### config.mk
export PLATFORM = sky130hd
export DESIGN_NAME = spike_weight_fetch_flat
export DESIGN_NICKNAME = d
export VERILOG_FILES = /design/src/rtl/spike_weight_fetch_if.sv /design/src/rtl/spike_weight_fetch.sv /design/src/flat_wrapper.sv
export SDC_FILE = /design/constraint.sdc
export NUM_CORES = 1
export LEC_CHECK = 0
export CAP_MARGIN = 20
export CORE_AREA = 4 4 56 68
export CTS_CLUSTER_SIZE = 8
export DETAILED_ROUTE_END_ITERATION = 8
export DIE_AREA = 0 0 60 72
export PLACE_DENSITY = 0.93
export RECOVER_POWER = 25
export SETUP_SLACK_MARGIN = 0.02
export SYNTH_ARGS = -nofsm -noshare
export SYNTH_HDL_FRONTEND = slang
export SYNTH_SLANG_ARGS = --single-unit
### constraint.sdc
create_clock -name clk -period 4.3 [get_ports clk]
set_clock_uncertainty 0.15 [all_clocks]
set_input_delay 1.075 -clock clk [delete_from_list [all_inputs] [get_ports clk]]
set_output_delay 1.075 -clock clk [all_outputs]
set_load 0.005 [all_outputs]
### src/rtl/spike_weight_fetch_if.sv
// -----------------------------------------------------------------------------
// spike_weight_fetch_if
// Bundles the three buses around the weight-fetch controller:
//   spike event in      : spike_valid, spike_src, spike_ready
//   BRAM read port      : bram_re, bram_addrout, bram_dout
//   weight stream out   : w_valid, w_data, w_idx, w_last, w_ready
//   status              : busy, drop
// The master modport is the controller side; the slave modport is everything
// around it (spike source, BRAM, neuron update stage).
// -----------------------------------------------------------------------------
interface spike_weight_fetch_if #(
    parameter int BRAM_WIDTH = 32,
    parameter int BRAM_DEPTH = 256,
    parameter int FANOUT     = 8,
    parameter int SRC_W      = 8
);
    localparam int AW = $clog2(BRAM_DEPTH);
    localparam int IW = $clog2(FANOUT);

    logic                  spike_valid;
    logic [SRC_W-1:0]      spike_src;
    logic                  spike_ready;
    logic                  bram_re;
    logic [AW-1:0]         bram_addrout;
    logic [BRAM_WIDTH-1:0] bram_dout;
    logic                  w_valid;
    logic [BRAM_WIDTH-1:0] w_data;
    logic [IW-1:0]         w_idx;
    logic                  w_last;
    logic                  w_ready;
    logic                  busy;
    logic                  drop;

    modport master (
        input  spike_valid, spike_src, bram_dout, w_ready,
        output spike_ready, bram_re, bram_addrout,
               w_valid, w_data, w_idx, w_last, busy, drop
    );

    modport slave (
        output spike_valid, spike_src, bram_dout, w_ready,
        input  spike_ready, bram_re, bram_addrout,
               w_valid, w_data, w_idx, w_last, busy, drop
    );
endinterface

### src/rtl/spike_weight_fetch.sv
// -----------------------------------------------------------------------------
// spike_weight_fetch
// Read-side controller for the PE's synaptic weight BRAM. Takes one spike
// (source neuron id) at a time, reads that source's FANOUT consecutive weight
// words and streams them to the neuron update stage at up to one word per
// cycle, tagged with the target index and a last flag.
// Ports:
//   clk    : rising-edge clock
//   rst_n  : asynchronous active-low reset
//   bus    : spike_weight_fetch_if.master (spike in, BRAM read port,
//            weight stream out, busy/drop status)
// -----------------------------------------------------------------------------
module spike_weight_fetch #(
    parameter int BRAM_WIDTH = 32,
    parameter int BRAM_DEPTH = 256,
    parameter int FANOUT     = 8,
    parameter int SRC_W      = 8
) (
    input  logic                clk,
    input  logic                rst_n,
    spike_weight_fetch_if.master bus
);
    localparam int          AW      = $clog2(BRAM_DEPTH);
    localparam int          IW      = $clog2(FANOUT);
    localparam int unsigned NUM_SRC = BRAM_DEPTH / FANOUT;

    typedef enum logic [1:0] {
        S_IDLE,
        S_ISSUE,
        S_STREAM
    } state_t;

    state_t        r_state;
    state_t        w_nextState;
    logic [IW-1:0] r_cnt;
    logic [AW-1:0] r_base;
    logic          r_drop;

    logic w_accept;
    logic w_inRange;
    logic w_isLast;
    logic w_advance;

    // Ids at or above BRAM_DEPTH/FANOUT would address past the end of the
    // BRAM, so they are consumed but turned into a drop pulse instead.
    assign w_inRange = 32'(bus.spike_src) < NUM_SRC;
    assign w_accept  = (r_state == S_IDLE) && bus.spike_valid;
    assign w_isLast  = (r_cnt == IW'(FANOUT - 1));
    assign w_advance = (r_state == S_STREAM) && bus.w_ready && !w_isLast;

    // State register. Reset abandons any burst in flight without a last word.
    always_ff @(posedge clk or negedge rst_n) begin
        if (!rst_n) begin
            r_state <= S_IDLE;
        end else begin
            r_state <= w_nextState;
        end
    end

    // Next-state logic: one ISSUE cycle primes the BRAM, then STREAM runs until
    // the last word is handed off downstream.
    always_comb begin
        w_nextState = r_state;
        case (r_state)
            S_IDLE: begin
                if (bus.spike_valid && w_inRange) begin
                    w_nextState = S_ISSUE;
                end
            end
            S_ISSUE: begin
                w_nextState = S_STREAM;
            end
            S_STREAM: begin
                if (bus.w_ready && w_isLast) begin
                    w_nextState = S_IDLE;
                end
            end
            default: begin
                w_nextState = S_IDLE;
            end
        endcase
    end

    // Burst bookkeeping. The base address is the source id shifted by
    // log2(FANOUT); the counter only moves when downstream takes a word, so a
    // stall leaves index, address and BRAM output all frozen.
    always_ff @(posedge clk or negedge rst_n) begin
        if (!rst_n) begin
            r_cnt  <= '0;
            r_base <= '0;
            r_drop <= 1'b0;
        end else begin
            r_drop <= w_accept && !w_inRange;
            if (w_accept && w_inRange) begin
                r_base <= AW'(bus.spike_src) << IW;
                r_cnt  <= '0;
            end else if (w_advance) begin
                r_cnt <= r_cnt + IW'(1);
            end
        end
    end

    // Outputs. The BRAM has no output register, so the next word's read is
    // issued in the same cycle the current word is accepted; that keeps the
    // stream at one word per cycle while holding re low during stalls keeps
    // bram_dout stable. spike_ready is held low while reset is asserted.
    always_comb begin
        bus.spike_ready  = (r_state == S_IDLE) && rst_n;
        bus.busy         = (r_state != S_IDLE);
        bus.drop         = r_drop;
        bus.bram_re      = 1'b0;
        bus.bram_addrout = '0;
        bus.w_valid      = 1'b0;
        bus.w_data       = '0;
        bus.w_idx        = '0;
        bus.w_last       = 1'b0;
        case (r_state)
            S_ISSUE: begin
                bus.bram_re      = 1'b1;
                bus.bram_addrout = r_base;
            end
            S_STREAM: begin
                bus.w_valid = 1'b1;
                bus.w_data  = bus.bram_dout;
                bus.w_idx   = r_cnt;
                bus.w_last  = w_isLast;
                if (w_advance) begin
                    bus.bram_re      = 1'b1;
                    bus.bram_addrout = r_base + AW'(r_cnt) + AW'(1);
                end
            end
            default: begin
            end
        endcase
    end
endmodule

### src/flat_wrapper.sv
// flat-port wrapper written by rule: the top's interface ports become plain ports
module spike_weight_fetch_flat 
#(
    parameter int BRAM_WIDTH = 32,
    parameter int BRAM_DEPTH = 256,
    parameter int FANOUT     = 8,
    parameter int SRC_W      = 8
)
  (clk, rst_n, bus_spike_valid, bus_spike_src, bus_bram_dout, bus_w_ready, bus_spike_ready, bus_bram_re, bus_bram_addrout, bus_w_valid, bus_w_data, bus_w_idx, bus_w_last, bus_busy, bus_drop);
  spike_weight_fetch_if #(.BRAM_WIDTH(BRAM_WIDTH), .BRAM_DEPTH(BRAM_DEPTH), .FANOUT(FANOUT), .SRC_W(SRC_W)) bus_i ();
  input  logic clk;
  input  logic rst_n;
  input wire logic [$bits(bus_i.spike_valid)-1:0] bus_spike_valid;
  input wire logic [$bits(bus_i.spike_src)-1:0] bus_spike_src;
  input wire logic [$bits(bus_i.bram_dout)-1:0] bus_bram_dout;
  input wire logic [$bits(bus_i.w_ready)-1:0] bus_w_ready;
  output wire logic [$bits(bus_i.spike_ready)-1:0] bus_spike_ready;
  output wire logic [$bits(bus_i.bram_re)-1:0] bus_bram_re;
  output wire logic [$bits(bus_i.bram_addrout)-1:0] bus_bram_addrout;
  output wire logic [$bits(bus_i.w_valid)-1:0] bus_w_valid;
  output wire logic [$bits(bus_i.w_data)-1:0] bus_w_data;
  output wire logic [$bits(bus_i.w_idx)-1:0] bus_w_idx;
  output wire logic [$bits(bus_i.w_last)-1:0] bus_w_last;
  output wire logic [$bits(bus_i.busy)-1:0] bus_busy;
  output wire logic [$bits(bus_i.drop)-1:0] bus_drop;
  assign bus_i.spike_valid = bus_spike_valid;
  assign bus_i.spike_src = bus_spike_src;
  assign bus_i.bram_dout = bus_bram_dout;
  assign bus_i.w_ready = bus_w_ready;
  assign bus_spike_ready = bus_i.spike_ready;
  assign bus_bram_re = bus_i.bram_re;
  assign bus_bram_addrout = bus_i.bram_addrout;
  assign bus_w_valid = bus_i.w_valid;
  assign bus_w_data = bus_i.w_data;
  assign bus_w_idx = bus_i.w_idx;
  assign bus_w_last = bus_i.w_last;
  assign bus_busy = bus_i.busy;
  assign bus_drop = bus_i.drop;
  spike_weight_fetch #(.BRAM_WIDTH(BRAM_WIDTH), .BRAM_DEPTH(BRAM_DEPTH), .FANOUT(FANOUT), .SRC_W(SRC_W)) u_core (.clk(clk), .rst_n(rst_n), .bus(bus_i));
endmodule
Word level (Yosys, flattened, before mapping)
Index checks and enable logic that the tools add are counted.
- flip-flop bits (word level): 11
- output and inout port bits: 49
- logic and storage cells: 40
- add/subtract/negate cells: 3
- magnitude comparators: 1
- equality and inequality tests: 5
- muxes and demuxes: 13
- reductions and logical operators: 14
- operators by type and width (kind ; count):
    $mux W32 ; 1
    $pmux W8 S2 ; 1
    $mux W3 ; 3
    $add A8 B1 Y8 const B ; 1
    $add A8 B3 Y8 ; 1
    $logic_and A1 B1 Y1 ; 8
    $lt A8 B6 Y1 const B ; 1
    $mux W8 ; 1
    $pmux W2 S3 ; 1
    $mux W2 ; 2
    $ne A2 B2 Y1 const B ; 2
    $reduce_bool A2 Y1 ; 2
    $add A3 B1 Y3 const B ; 1
    $eq A3 B3 Y1 const B ; 1
    $mux W1 ; 3
    $eq A2 B1 Y1 const B ; 1
    $eq A2 B2 Y1 const B ; 1
    $logic_not A1 Y1 ; 2
    $logic_not A2 Y1 ; 1
    $pmux W1 S2 ; 1
    $reduce_and A2 Y1 ; 1

Depth between registers and ports, before layout
Gate-level depths: netlist (run 1).
- depth in word-level cells: 5
- gate-level depth with buffers: 6
- depth with buffers taken out: 5

Worst setup path before layout (run 1)
Ideal clock, no wire load.
- path kind: input to output
- start point: input port bus_w_ready
- end point: output port bus_bram_addrout[5]
- arrival: 1.854 ns
- slack: 1.221 ns
- stages on the path: 3
- buffers on the path: 0
- path through: nand3b_1 or4_1 a31oi_1
- word-level cells in the longest chain between the ends: 4
- RTL lines (what ; RTL line ; source):
    start, declared ; flat_wrapper.sv:16 ; input wire logic [$bits(bus_i.w_ready)-1:0] bus_w_ready;
    $logic_and A1 B1 Y1 (2 in series) ; spike_weight_fetch.sv:49 ; assign w_advance = (r_state == S_STREAM) && bus.w_ready && !w_isLast;
    $mux W8 ; spike_weight_fetch.sv:127 ; if (w_advance) begin
    $pmux W8 S2 ; spike_weight_fetch.sv:117 ; case (r_state)
    end, declared ; flat_wrapper.sv:19 ; output wire logic [$bits(bus_i.bram_addrout)-1:0] bus_bram_addrout;
No other way between the ends.

Worst setup path in the final report (run 1)
- start point: input port bus_w_ready
- end point: output port bus_bram_addrout[7]
Same word-level chain as after synthesis.

==> flow_summary.yaml, run 1 <==
die:
  fp.dieW_um: 60
  core_um2: 3220
  die_area_um2: 4320
  rows: 23
  dieHeight_um: 72
  boundaryPins: 93
  start_util_pct: 31.7
finish:
  multi_input_comb_area_um2: 701
  drive_gt1_share_pct: 7.04
  syn_to_final_growth_pct: 98.4
  ff_latch_area_um2: 275
  nets: 265
  final_common_cell: "clkdlybuf4s50_1"
  fill_cells: 280
  antenna_cells: 0
  final_cell_mix: "89 x clkdlybuf4s50_1, 38 x and2_1, 11 x dfrtp_1"
  instances_no_fill: 250
  fin_area_um2: 2030
clock_network:
  cts.path.max_buffers: 2
  clockRootBuffer: "clkbuf_8"
  cts_tree: "done"
  postCtsSetupRepairBufs: 0
  clock_latency_ns: 0.24
  hold_buffers: 0
  cts_buffers: 3
  ctsResizeCount: 0
  h-tree-depth: 1
  clkTransAtPathRegs_ns: 0.05
  clkSinkCount: 11
placement:
  placed_cell_area_um2: 1980
  port_buffers: 92
  place.gp.congestion: 0.867
  dp_hpwl_um: 2760
  dp_cells: 246
critical_path:
  critical-path-top-delay-family: "buffers and inverters"
  r2r_slack_ns: 2.41
  crit_type: "input pin to output pin"
  cp_slowest_cell: "clkdlybuf4s50_1"
  required_ns: 3.07
  path_buf_inv: 2
  start_kind: "input pin"
  r2r_start: "u_core.r_state[0]$_DFFE_PN0P_"
  cp_common_cell: "clkdlybuf4s50_1"
  cp-end-kind: "output pin"
  crit_arrival_ns: 2.88
  crit_chain: "clkdlybuf4s50_1, nand3b_1, or4_1, a31oi_1, clkdlybuf4s50_1"
  crit_path_max_fanout: 5
  rr_endpoint: "u_core.r_state[0]$_DFFE_PN0P_"
  reg2regPathDepth: 5
  crit_path_max_incr_delay_ns: 0.52
min_path:
  hold_depth: 1
  hold_path_end: "u_core.r_state[1]$_DFFE_PN0P_"
  hold_class: "flop to flop"
  holdCritStartpoint: "u_core.r_state[1]$_DFFE_PN0P_"
sta:
  worstMarginPinSlew_ns: 0.605
  maxSlewViolCount: 0
  period_needed_ns: 4.11
  setup_viol_count_final: 0
  fin_crit_sh_pct: 95.6
  rsz0062_at_grt: "false"
  fin_setup_tns_ns: 0
  timing.fmax_ghz: 0.243
  report.final.hold_viol_count: 0
  relSlewSlack_pct: 59.7
pwr:
  seqPwrFrac_pct: 22.5
  power_switching_share_pct: 36.1
  cellPowerDensity_nw_per_um2: 456
  p_leak_nw: 0.826
  power_frac_comb_pct: 66.3
  power.internal_mw: 0.590
  clockPowerShare_pct: 11.1
  p_switching_mw: 0.333
  peakVddDrop_v: 0.000309
yosys:
  synth_top_area_share_pct: 27.0
  avgSynthCellArea_um2: 8.51
  synth_warnings: 0
  synth_cells: 120
  yosys.area.top_type: "dfrtp_1"
  synth_cell_type_count: 31
  synth_area_um2: 1020
  synth_seq_cells: 11
  yosys-top-cells-area: "dfrtp_1 27%, and2_1 23%, ha_1 8.6%"
  seq_area_frac_synth_pct: 27.0
  syn_nets: 171
global_route:
  grt_pass1_vias: 1180
  grt_max_degree: 31
  antenna_found_initial: 0
  grt_pass1_wl_um: 5130
  grt.total_usage_pct: 15.3
  gr-total-overflow: 0
routing:
  num_vias: 1204
  postRouteAntennaNets: 0
  drtIter0Drc: 38
  vias_per_cell: 4.82
  drc: 0
  avgRoutedWirePerCell_um: 12.9
  wl_um: 3230
  first_pass_iters: 4
status:
  status: "finished clean"
run:
  drv_cap: 0
## how the worst max path moves through the flow
stage / from / to / slack, ns / depth (start not counted)
floorplan: bus_w_ready / bus_bram_addrout[5] / 1.22 / 3
global placement: bus_w_ready / bus_bram_addrout[5] / 0.20 / 5
detailed placement: bus_w_ready / bus_bram_addrout[7] / 0.18 / 5
CTS: bus_w_ready / bus_bram_addrout[7] / 0.17 / 5
global route: bus_w_ready / bus_bram_addrout[7] / 0.04 / 5
finish: bus_w_ready / bus_bram_addrout[7] / 0.19 / 5
## metrics by stage
stage / setup WS, ns / utilization (%) / power (mW) / hold WS [ns]
after floorplan: 1.22 / - / 0.502 / 0.359
after detailed placement: 0.184 / 61.6 / 0.829 / 0.398
after CTS: 0.175 / 63.0 / 0.936 / 0.409
after global placement: 0.204 / 61.6 / 0.816 / 0.385
after global routing: 0.0378 / 62.8 / 1.01 / 0.431
final: 0.191 / 62.8 / 0.923 / 0.409
## flip-flops by register name, indices dropped and copies added, names as in the netlist
signal,count
u_core.r_base,5
u_core.r_cnt,3
u_core.bus.drop,1
u_core.r_state,2
## area by class of cell
type,instances,share of cell area (%)
Inverter,5,0.926
Sequential cell,11,13.6
Timing Repair Buffer,95,46.4
Clock buffer,4,2.22
Tap cell,37,2.29
Multi-Input combinational cell,98,34.6
## worst reg2reg max path, cell delays in order (launching register included)
cell and delay (ns):
dfrtp_1 0.40, inv_1 0.12, ha_1 0.36, buf_4 0.31, a22oi_4 0.12, mux2_4 0.31
## cells by family after synthesis
| group | share of synthesized area [%] |
|---|---|
| XOR/XNOR | 0.858 |
| flip-flops | 27.0 |
| AND/OR/NAND/NOR | 40.8 |
| buffers and inverters | 4.41 |
| multiplexers | 8.46 |
| AO/OA/AOI/OAI | 9.93 |
| adder cells (fa/ha/maj) | 8.58 |
## per-layer routing
metal	track usage [%]	wire length [µm]	part of all wire, %
met4	7.39	52	1.6
met1	15.5	1110	34
met5	0	0	0
met2	27.5	1700	53
met3	4.45	369	11
## synth_stat cells
master / instances
o311a_1: 1
nor3b_1: 1
and3b_1: 1
nand3_2: 1
or4b_4: 1
a31oi_1: 2
or4_1: 2
nor2b_1: 1
nor3_1: 2
inv_1: 5
nand3b_1: 1
nand4_1: 1
a311o_1: 1
mux2_4: 2
or3_1: 1
buf_2: 2
o21ai_0: 2
mux2_2: 5
o211ai_1: 3
nand2_1: 10
clkbuf_2: 1
and3_1: 4
a21oi_1: 3
clkbuf_1: 3
a22oi_4: 1
ha_1: 7
xnor2_1: 1
and2_1: 38
nor2_1: 4
nand3_1: 2
dfrtp_1: 11
## power by group through the flow
stage | registers (mW) | clock network (mW) | logic (mW)
after floorplan | 0.194 | 0 | 0.309
after global placement | 0.206 | 0 | 0.609
after detailed placement | 0.209 | 0 | 0.620
after CTS | 0.207 | 0.106 | 0.624
after global routing | 0.216 | 0.110 | 0.683
final | 0.208 | 0.103 | 0.612
Power figures use the tool's default switching activity.
==> run 2: changes to the inputs <==
--- a/config.mk
+++ b/config.mk
@@ -10,9 +10,8 @@
 export CTS_CLUSTER_SIZE = 8
 export DETAILED_ROUTE_END_ITERATION = 8
 export DIE_AREA = 0 0 60 72
-export PLACE_DENSITY = 0.93
+export PLACE_DENSITY = 0.88
 export RECOVER_POWER = 25
-export SETUP_SLACK_MARGIN = 0.02
 export SYNTH_ARGS = -nofsm -noshare
 export SYNTH_HDL_FRONTEND = slang
 export SYNTH_SLANG_ARGS = --single-unit
==> run 2 against run 1 <==
Compared with the run above: sequential share of layout area did not move; critical path depth did not move; largest power group unchanged; critical endpoint unchanged; non-clock buffer count did not move; total power rose by 0.30%.
==> flow_summary.yaml, run 2 (synthesis gave the netlist of run 1 again) <==
min_path:
  hold_class: "flop to flop"
sta:
  report.final.hold_viol_count: 0
  period_needed_ns: 4.11
  setup_viol_count_final: 0
  relSlewSlack_pct: 59.8
  fin_setup_tns_ns: 0
  fin_crit_sh_pct: 95.6
  setup_ws_ns: 0.188
  timing.fmax_ghz: 0.243
  maxSlewViolCount: 0
  worstMarginPinSlew_ns: 0.602
  rsz0062_at_grt: "false"
critical_path:
  r2r_start: "u_core.r_state[0]$_DFFE_PN0P_"
  required_ns: 3.07
  crit_end: "bus_bram_addrout[7]"
  rr_endpoint: "u_core.r_base[6]$_DFFE_PN0P_"
  crit_arrival_ns: 2.89
  r2r_slack_ns: 2.41
  cp-end-kind: "output pin"
  crit_chain: "clkdlybuf4s50_1, nand3b_1, or4_1, a31oi_1, clkdlybuf4s50_1"
  cp_common_cell: "clkdlybuf4s50_1"
  start_kind: "input pin"
  crit_type: "input pin to output pin"
  startpoint: "bus_w_ready"
  crit_path_max_fanout: 6
  crit_path_max_incr_delay_ns: 0.51
  reg2regPathDepth: 4
  cp_slowest_cell: "clkdlybuf4s50_1"
placement:
  dp_hpwl_um: 2750
  place.gp.congestion: 0.843
  dpl_worst_slack_ns: 0.172
  port_buffers: 92
die:
  fp.dieW_um: 60
  rows: 23
  die_area_um2: 4320
  boundaryPins: 93
  core_um2: 3220
  start_util_pct: 31.7
  dieHeight_um: 72
routing:
  first_pass_iters: 4
  postRouteAntennaNets: 0
  avgRoutedWirePerCell_um: 13.3
  drc: 0
  drtIter0Drc: 36
  wl_um: 3330
  num_vias: 1216
  vias_per_cell: 4.86
finish:
  nets: 265
  final_common_cell: "clkdlybuf4s50_1"
  reg_top3: "u_core.r_base x5, u_core.r_cnt x3, u_core.r_state x2"
  largest_reg_flops: 5
  syn_to_final_growth_pct: 98.4
  antenna_cells: 0
  top_register: "u_core.r_base"
  drive_gt1_share_pct: 7.04
  final_cell_mix: "89 x clkdlybuf4s50_1, 38 x and2_1, 11 x dfrtp_1"
global_route:
  grt_max_degree: 39
  grt_pass1_vias: 1155
  gr-total-overflow: 0
  grt_pass1_wl_um: 5290
  grt.total_usage_pct: 15.6
  antenna_found_initial: 0
pwr:
  seqPwrFrac_pct: 22.4
  power_switching_share_pct: 36.4
  peakVddDrop_v: 0.000312
  p_leak_nw: 0.826
  p_switching_mw: 0.337
  power_frac_comb_pct: 66.4
  clockPowerShare_pct: 11.2
  power.internal_mw: 0.589
  cellPowerDensity_nw_per_um2: 457
status:
  status: "finished clean"
clock_network:
  clock_latency_ns: 0.24
  hold_buffers: 0
  cts_buffers: 3
  cts.path.max_buffers: 2
  clkSinkCount: 11
  cts_tree: "done"
  ctsResizeCount: 0
  clkTransAtPathRegs_ns: 0.05
  postCtsSetupRepairBufs: 0
  h-tree-depth: 1
  clockRootBuffer: "clkbuf_8"
run:
  drv_cap: 0
run 2: per-layer routing:
| metal | vias to the layer above | GRT usage [%] | part of all wire (%) |
|---|---|---|---|
| li1 | 594 | - | - |
| met5 | - | 0 | 0 |
| met4 | 0 | 4.93 | 1.4 |
| met2 | 71 | 29.3 | 51 |
| met1 | 544 | 16.2 | 35 |
| met3 | 7 | 3.91 | 12 |
run 2: worst min path at each step:
stage	cells past startpoint	startpoint	to	slack, ns
6_report	1	u_core.r_state[1]$_DFFE_PN0P_	u_core.r_state[1]$_DFFE_PN0P_	0.40
2_1_floorplan	1	u_core.r_state[1]$_DFFE_PN0P_	u_core.r_state[1]$_DFFE_PN0P_	0.36
3_3_place_gp	1	u_core.r_base[7]$_DFFE_PN0P_	u_core.r_base[7]$_DFFE_PN0P_	0.38
4_1_cts	1	u_core.r_state[1]$_DFFE_PN0P_	u_core.r_state[1]$_DFFE_PN0P_	0.40
3_5_place_dp	1	u_core.r_state[1]$_DFFE_PN0P_	u_core.r_state[1]$_DFFE_PN0P_	0.39
5_1_grt	1	u_core.r_state[1]$_DFFE_PN0P_	u_core.r_state[1]$_DFFE_PN0P_	0.42
run 2: worst max-delay path: cells and delay by family:
family / cells / cell delay [ns]
and+or+nand+nor: 2 / 0.63
buffers and inverters: 2 / 1.01
AOI/OAI and AO/OA: 1 / 0.17
run 2: per-stage QoR:
stage	instance area (µm²)	utilization (%)	hold WS, ns	instances	power (mW)
2_1_floorplan	1020	-	0.359	120	0.502
3_3_place_gp	1980	61.6	0.381	246	0.813
3_5_place_dp	1980	61.6	0.387	246	0.827
4_1_cts	2030	63.0	0.399	250	0.938
5_1_grt	2030	62.8	0.425	250	1.01
6_report	2030	62.8	0.396	250	0.926
run 2: power by group through the flow:
| stage | logic (mW) | registers, mW | clock network [mW] |
|---|---|---|---|
| after floorplan | 0.309 | 0.194 | 0 |
| after global routing | 0.682 | 0.217 | 0.110 |
| final | 0.615 | 0.207 | 0.104 |
| after CTS | 0.625 | 0.206 | 0.107 |
| after global placement | 0.607 | 0.206 | 0 |
| after detailed placement | 0.621 | 0.207 | 0 |
run 2: area by class of cell:
class	count	area, µm²
fill	270	1200
timing repair buffer	95	940
multi-input combinational	98	701
sequential	11	275
tap	37	46.3
clock buffer	4	45.0
inverter	5	18.8
==> variant, RTL diff (settings of run 1) <==
`BRAM_DEPTH` is set to 256 in 3 places; all go to 1024.
--- a/src/rtl/spike_weight_fetch_if.sv
+++ b/src/rtl/spike_weight_fetch_if.sv
@@ -12,3 +12,3 @@
     parameter int BRAM_WIDTH = 32,
-    parameter int BRAM_DEPTH = 256,
+    parameter int BRAM_DEPTH = 1024,
     parameter int FANOUT     = 8,
--- a/src/rtl/spike_weight_fetch.sv
+++ b/src/rtl/spike_weight_fetch.sv
@@ -14,3 +14,3 @@
     parameter int BRAM_WIDTH = 32,
-    parameter int BRAM_DEPTH = 256,
+    parameter int BRAM_DEPTH = 1024,
     parameter int FANOUT     = 8,
--- a/src/flat_wrapper.sv
+++ b/src/flat_wrapper.sv
@@ -4,3 +4,3 @@
     parameter int BRAM_WIDTH = 32,
-    parameter int BRAM_DEPTH = 256,
+    parameter int BRAM_DEPTH = 1024,
     parameter int FANOUT     = 8,
Interface: changed (resized bus_bram_addrout); port bits go from 93 to 95. The function was not compared with the original's and may differ.
==> variant against run 1 <==
  * Via count up 15%
  * Routed wire length rose by 23%
  * Power rose by 12%
  * Sequential cell count is 2 higher
  * Cell area up 8.3%
  * Synthesized area increased by 14%
  * Die area unchanged
  * Setup slack gained 0.078 ns
  * Largest cell class unchanged
  * Highest routed layer unchanged
==> variant: results (changes against run 1) <==
| Metric | Value |
|---|---|
| Gp weighted congestion | `0.8634 (-0.44%)` |
| GRT met3 Usage | `2.847% (-1.6 points)` |
| First DRT Iteration DRCs | `75 (+97%)` |
| Status | `completed` |
| Met1 WL | `1361 um (+23%)` |
| Peak supply drop | `0.3454 mV (+12%)` |
| Wire per inst | `14.71 um (+14%)` |
| DP Wirelength | `3283 um (+19%)` |
| Hold Crit Endpoint | `u_core.r_base[9]$_DFFE_PN0P_` |
| Largest regs | `u_core.r_base x7, u_core.r_cnt x3, u_core.r_state x2` |
| Fraction of layout cells with a size suffix above 1 | `8.621% (+1.6 points)` |
| CP max stage delay | `0.57 ns (+0.05 ns)` |
| Number of global-route vias before repair | `1,304 (+11%)` |
| Slew margin rel. | `47.94% (-12 points)` |
| Hold Path Origin | `u_core.r_base[9]$_DFFE_PN0P_` |
| Crit path max fanout | `10 (+5)` |
| Post-Layout Cell Count | `269 (+7.6%)` |
| Top cells by count, synth | `38 x and2_1, 13 x dfrtp_1, 11 x nand2_1, 9 x mux2_2, 7 x ha_1` |
| Nets@finish | `284 (+7.2%)` |
| Mapped Nets | `187 (+9.4%)` |
| Worst Path Arrival | `2.81 ns (-0.07 ns)` |
| Leak | `0.8871 nW (+7.4%)` |
| Clk Latency, worst-skew pair | `0.24 ns (about the same)` |
| Met3 WL | `465 um (+26%)` |
| Number of port buffers | `94 (+2.2%)` |
| WL met2 | `2089 um (+23%)` |
| Worst r2r src | `u_core.r_state[1]$_DFFE_PN0P_` |
| Largest net degree at the start of global routing | `27 (-13%)` |
| Synth unique cells | `37 (+19%)` |
| FF-to-FF setup slack | `2.18 ns (-0.23 ns)` |
| M1 GR Usage | `19.87% (+4.4 points)` |
| Setup ws final | `0.2686 ns (+0.07790 ns)` |
| FF-to-FF End | `u_core.r_base[6]$_DFFE_PN0P_` |
| Met2 usage | `34.86% (+7.3 points)` |
| Tightest hold margin | `0.4102 ns (+0.001387 ns)` |
| Routed vias/inst | `5.130 (+6.5%)` |
| Placed Area | `0.002156 sq mm (+8.6%)` |
| Switching share of power | `38.44% (+2.3 points)` |
| Place WS | `0.05321 ns (-0.1306 ns)` |
| Avg Inst Size Synth | `8.547 sq um (+0.45%)` |
==> variant: cell types whose count changed in the layout (fill, tap and decap cells not counted), moves of 2 or more <==
cell and change:
mux2_4 -2, o311ai_0 +2, mux2_2 +4, nand3_1 +3, or3_2 +2, dfrtp_1 +2
==> variant: worst max path at each step <==
stage           startpoint                  end
2_1_floorplan  bus_w_ready  bus_bram_addrout[9]
3_3_place_gp   bus_w_ready  bus_bram_addrout[9]
3_5_place_dp   bus_w_ready  bus_bram_addrout[9]
4_1_cts        bus_w_ready  bus_bram_addrout[9]
5_1_grt        bus_w_ready  bus_bram_addrout[9]
6_report       bus_w_ready  bus_bram_addrout[9]
==> variant: power groups by stage <==
stage / clock [mW] / sequential [mW] / combinational (mW)
3_5_place_dp: 0 / 0.256 / 0.670
6_report: 0.110 / 0.255 / 0.667
4_1_cts: 0.112 / 0.254 / 0.675
5_1_grt: 0.116 / 0.265 / 0.731
3_3_place_gp: 0 / 0.251 / 0.656
2_1_floorplan: 0 / 0.233 / 0.328
==> variant: final cells by class <==
type / instances / area (sq um)
Inverter: 5 / 18.77
Sequential cell: 13 / 325.3
Timing Repair Buffer: 98 / 965.9
Fill cell: 262 / 1030
Tap cell: 37 / 46.29
Multi-Input combinational cell: 112 / 792.0
Clock buffer: 4 / 45.04
==> variant: cells by family (layout without fill, tap and decap cells) <==
logic type               count (synthesis)  after routing  share of synthesized area, %
buffers and inverters                   11            107                         3.660
multiplexers                             9              9                         8.719
XOR/XNOR                                 1              1                        0.7536
flip-flops                              13             13                         27.99
AO/OA/AOI/OAI                           17             17                         10.44
adder cells (fa/ha/maj)                  7              7                         7.535
AND/OR/NAND/NOR                         78             78                         40.90
==> variant: repair_timing <==
item,4_1_cts,5_1_grt
endpoints found under the setup margin,1,0
hold endpoints to repair,0,0
resized for setup,1,0
setup buffers,0,0
